## config.mk

```make
export PLATFORM = sky130hd
export DESIGN_NAME = bpm2per
export DESIGN_NICKNAME = d
export VERILOG_FILES = /design/src/rtl/bpm2per.sv
export SDC_FILE = /design/constraint.sdc
export NUM_CORES = 1
export LEC_CHECK = 0
export CORE_ASPECT_RATIO = 1.25
export CORE_MARGIN = 2
export CORE_UTILIZATION = 60
export CTS_CLUSTER_DIAMETER = 200
export CTS_CLUSTER_SIZE = 16
export DETAILED_ROUTE_END_ITERATION = 8
export GPL_TIMING_DRIVEN = 0
export PLACE_DENSITY = 0.93
export SLEW_MARGIN = 40
export SYNTH_ARGS = -nofsm -noshare
export SYNTH_HDL_FRONTEND = slang
export SYNTH_SLANG_ARGS = --single-unit
```

## constraint.sdc

```tcl
create_clock -name clk_i -period 4.25 [get_ports clk_i]
set_input_delay 1.0625 -clock clk_i [delete_from_list [all_inputs] [get_ports clk_i]]
set_output_delay 1.0625 -clock clk_i [all_outputs]
set_load 0.05 [all_outputs]
```

## src/rtl/bpm2per.sv

```systemverilog
// bpm2per: converts a BPM value into a beat period in pulse ticks and regenerates the beat strobe.
// Optional feature macro BPM2PER_SAT_EN clamps the period to BPMPER_MAX.
module bpm2per #(
   parameter int BPM_MAX    = 250,
   parameter int BPM_W      = 8,
   parameter int DIVIDEND   = 11_718_750,
   parameter int PER_W      = 24,
   parameter int BPMPER_MAX = 62_600
) (
   input  logic             clk_i,
   input  logic             rst_i,
   input  logic [BPM_W-1:0] bpm_i,
   input  logic             bpm_valid_i,
   input  logic             pulse_i,
   output logic [PER_W-1:0] per_o,
   output logic             per_valid_o,
   output logic             busy_o,
   output logic             beat_o
);
   localparam int               CNT_W = $clog2(PER_W + 1);
   localparam logic [BPM_W-1:0] BMAX  = BPM_W'(BPM_MAX);
   localparam logic [PER_W-1:0] DIV_V = PER_W'(DIVIDEND);
   localparam logic [PER_W-1:0] SAT_V = PER_W'(BPMPER_MAX);
`ifdef BPM2PER_SAT_EN
   localparam bit SAT_EN = 1'b1;
`else
   localparam bit SAT_EN = 1'b0;
`endif

   typedef enum logic [1:0] {IDLE, LOAD, COMPUTE, DONE} state_t;
   state_t state, state_nxt;

   logic [BPM_W-1:0] b;
   logic [BPM_W:0]   rem;
   logic [PER_W-1:0] quo;
   logic [CNT_W-1:0] cnt;
   logic [BPM_W+1:0] trial;
   logic             take;
   logic [BPM_W:0]   rem_nxt;
   logic [PER_W-1:0] result;
   logic [PER_W-1:0] per_active;
   logic [PER_W-1:0] pcnt;

   function automatic logic [PER_W-1:0] saturate(input logic [PER_W-1:0] q);
      if (SAT_EN && (q > SAT_V)) return SAT_V;
      return q;
   endfunction

   always_ff @(posedge clk_i or posedge rst_i) begin
      if (rst_i) state <= IDLE;
      else       state <= state_nxt;
   end

   always_comb begin
      state_nxt = state;
      case (state)
         IDLE:    if (bpm_valid_i) state_nxt = LOAD;
         LOAD:    state_nxt = (b == '0) ? DONE : COMPUTE;
         COMPUTE: if (cnt == CNT_W'(1)) state_nxt = DONE;
         DONE:    state_nxt = IDLE;
         default: state_nxt = IDLE;
      endcase
   end

   assign busy_o = (state != IDLE);

   // Restoring division step; the remainder stays below b, so the trial never overflows.
   always_comb begin
      trial   = {rem, quo[PER_W-1]};
      take    = (trial >= {2'b00, b});
      rem_nxt = take ? (trial[BPM_W:0] - {1'b0, b}) : trial[BPM_W:0];
      result  = saturate((b == '0) ? '1 : quo);
   end

   // bpm_i is captured with the request so it may change while the divider runs.
   always_ff @(posedge clk_i or posedge rst_i) begin
      if (rst_i) begin
         b   <= '0;
         rem <= '0;
         quo <= '0;
         cnt <= '0;
      end else begin
         case (state)
            IDLE: if (bpm_valid_i) b <= (bpm_i > BMAX) ? BMAX : bpm_i;
            LOAD: begin
               rem <= '0;
               quo <= DIV_V;
               cnt <= CNT_W'(PER_W);
            end
            COMPUTE: begin
               rem <= rem_nxt;
               quo <= {quo[PER_W-2:0], take};
               cnt <= cnt - CNT_W'(1);
            end
            default: ;
         endcase
      end
   end

   // A reload restarts the beat phase and swallows any pulse arriving on the same edge.
   always_ff @(posedge clk_i or posedge rst_i) begin
      if (rst_i) begin
         per_o       <= '0;
         per_valid_o <= 1'b0;
         per_active  <= '0;
         pcnt        <= '0;
         beat_o      <= 1'b0;
      end else begin
         per_valid_o <= 1'b0;
         beat_o      <= 1'b0;
         if (state == DONE) begin
            per_o       <= result;
            per_valid_o <= 1'b1;
            per_active  <= result;
            pcnt        <= '0;
         end else if (pulse_i && (per_active != '0)) begin
            if (pcnt == per_active - PER_W'(1)) begin
               beat_o <= 1'b1;
               pcnt   <= '0;
            end else begin
               pcnt <= pcnt + PER_W'(1);
            end
         end
      end
   end
endmodule
```

==> flow_summary.ini <==
[worst_setup_path]
timing.rr.start = per_active[0]$_DFFE_PP0P_
cp-end-kind = register
start_kind = register
worstReg2RegEnd = pcnt[4]$_DFFE_PP0P_
arrival_ps = 3530
ff2ff_path_depth = 11
rrSetupSlack_ps = 980
worstPathMaxFanout = 10
critPathRequiredTime_ps = 4510
critPathKind = register to register

[min_path]
min_path_cells = 2
hp-class = register to register
holdPathEnd = b[2]$_DFFE_PP0P_
min-delay-start = b[2]$_DFFE_PP0P_

[timing]
hold_viol_final = 0
clock.fmax_ghz = 0.305
min_period_ps = 3270
maxSlewViolCount = 0
fin_tns_setup_ps = 0
finalCritPeriodShare_pct = 77.0
setup_viol = 0
skew_ps = 10.5
tightest_slew_ps = 676
slew_headroom_pct = 54.9
rsz0062_at_grt = no

[die]
start_util_pct = 61.8
die_x_um = 93.2
pin_count = 39
die-area_mm2 = 0.0108
fp.dieH_um = 116
core_mm2 = 0.00966
rows = 40

[global_routing]
grt_antenna_before_repair = 0
grt.total_usage_pct = 32.0
grt_pass1_wl_um = 27100
grt_max_degree = 62
grt_pass1_vias = 5677
grt_overflow = 0

[synth]
synthArstFlopShare_pct = 100
synthTopCellsByCount = dfrtp_1 (98), nor2_1 (73), o21ai_0 (51), inv_1 (38), a21oi_1 (36)
yosysWarnings = 0
synthTopCellsByArea = dfrtp_1 (41%), nor2_1 (4.6%), o21ai_0 (4.3%)
synth_flop_cell = dfrtp_1
yosysSeqAreaShare_pct = 41.1
synth_most_common_cell = dfrtp_1
synth.distinct_cells = 70
syn_area_mm2 = 0.00597
yosysTopAreaCell = dfrtp_1
yosys_register_bits = 98
netlist_instances = 658
synth_top_area_share_pct = 41.1
syn-num-nets = 688
synth_edf_count = 0
synth.avg_cell_area_um2 = 9.07

[placement]
numPortBuffers = 38
hpwl_um = 12100
finalWeightedCongestion = 0.951
dpl_cell_area_mm2 = 0.00654

[drt]
routedWlPerCell_um = 19.5
drc = 0
drtIter0Drc = 466
vias = 5463
vias_per_cell = 6.51
ant_nets = 0
routed_wl_um = 16300
dr.pass1.iters = 5

[cells_and_area]
area_growth_pct = 14.7
antenna_cells = 0
drive_above_1_share_pct = 6.17
nNetsFinal = 738
final_area_mm2 = 0.00684

[flow_run]
maxCapViolCount = 0

[power]
power_w = 0.00515
powerDensity_mw_per_mm2 = 753
leakage_nw = 2.71
ir_worst_vdd_mv = 0.488

[clocking]
cts_setup_buffers = 0
cts_buffer_depth = 2
clk_pin_slew_ps = 70
htreeDepth = 3
cts_tree = done
cts_buffers = 9
root_buffer = clkbuf_16
clock-sinks = 98
cts_resized = 0
clk_latency_ps = 350
cts-hold-fix-buffers = 0

[outcome]
outcome = completed
## worst max path at each step
stage / depth (start not counted) / end / startpoint
floorplan: 1 / b[0]$_DFFE_PP0P_ / rst_i
global placement: 2 / pcnt[22]$_DFFE_PP0P_ / rst_i
detailed placement: 11 / pcnt[8]$_DFFE_PP0P_ / per_active[0]$_DFFE_PP0P_
CTS: 11 / pcnt[8]$_DFFE_PP0P_ / per_active[0]$_DFFE_PP0P_
global route: 11 / pcnt[12]$_DFFE_PP0P_ / per_active[0]$_DFFE_PP0P_
finish: 11 / pcnt[4]$_DFFE_PP0P_ / per_active[0]$_DFFE_PP0P_
## final cells by class
| type | instances | area, µm² |
|---|---|---|
| Clock inverter | 5 | 61.3 |
| Timing Repair Buffer | 39 | 408 |
| Fill cell | 730 | 2820 |
| Inverter | 38 | 148 |
| Sequential cell | 98 | 2450 |
| Tap cell | 126 | 158 |
| Clock buffer | 11 | 243 |
| Buffer | 36 | 180 |
| Multi-Input combinational cell | 486 | 3190 |
## stage by stage
stage	cells	utilization [%]	hold WS (ps)	setup WS, ps
global route	839	70.8	527	816
global placement	822	67.4	470	-637
detailed placement	823	67.7	495	1050
floorplan	658	-	450	625
CTS	839	70.8	509	1060
finish	839	70.8	508	976
## critical path: stages, from the launching register on
cell      delay, ps
dfrtp_1         460
inv_1           130
ha_1            290
nor4b_1         390
nand4_2         310
or3_1           420
a31oi_1         350
nor3_1           90
and4b_1         210
buf_6           140
buf_6           150
a211oi_1        230
## per-layer routing
layer / vias to the layer above / global-route usage, % / share of wire [%]
li1: 2489 / - / -
met1: 2628 / 34.9 / 37
met2: 264 / 56.0 / 51
met3: 82 / 4.75 / 5.8
met4: 0 / 24.7 / 6.4
met5: - / 0 / 0
## placed cells by master, fill, tap and decap left out, types with 5 or more instances in the layout
cell / instances
clkbuf_1: 30
clkbuf_16: 9
a21oi_1: 36
a211oi_1: 19
nand2_1: 34
or3_1: 15
inv_1: 37
or2_2: 5
nand3b_1: 6
buf_6: 6
nor2b_1: 7
o21ai_0: 51
xor2_1: 22
nand2b_1: 6
nand4_1: 16
ha_1: 17
o211ai_1: 6
mux2_2: 5
nand3_1: 20
o2bb2ai_1: 6
nor2_1: 73
dfrtp_1: 98
clkdlybuf4s50_1: 38
nor4b_1: 5
o31ai_1: 6
nor3_1: 15
a31oi_1: 10
xnor2_1: 25
## where the power goes
part           leakage [nW]  switching (W)  internal (W)
combinational          1.35        0.00180      0.000918
sequential             1.22       0.000363       0.00123
clock                 0.138       0.000370      0.000475
## state kept, by name (all words and copies together), names as in the netlist
signal       cells
pcnt            24
quo             24
beat_o           1
cnt              5
b                8
state            2
rem              9
per_active      24
per_valid_o      1
## logic make-up (layout without fill, tap and decap cells)
logic type | count (synthesis) | after routing | synth area share (%)
AOI/OAI and AO/OA | 178 | 178 | 20.3
xor gates and xnor gates | 47 | 47 | 6.90
adders and majority gates | 18 | 18 | 3.90
DFF | 98 | 98 | 41.1
and+or+nand+nor | 236 | 236 | 21.2
muxes | 7 | 7 | 1.28
buffers and inverters | 74 | 129 | 5.41
Note: power is estimated with default switching activity, not from simulation.
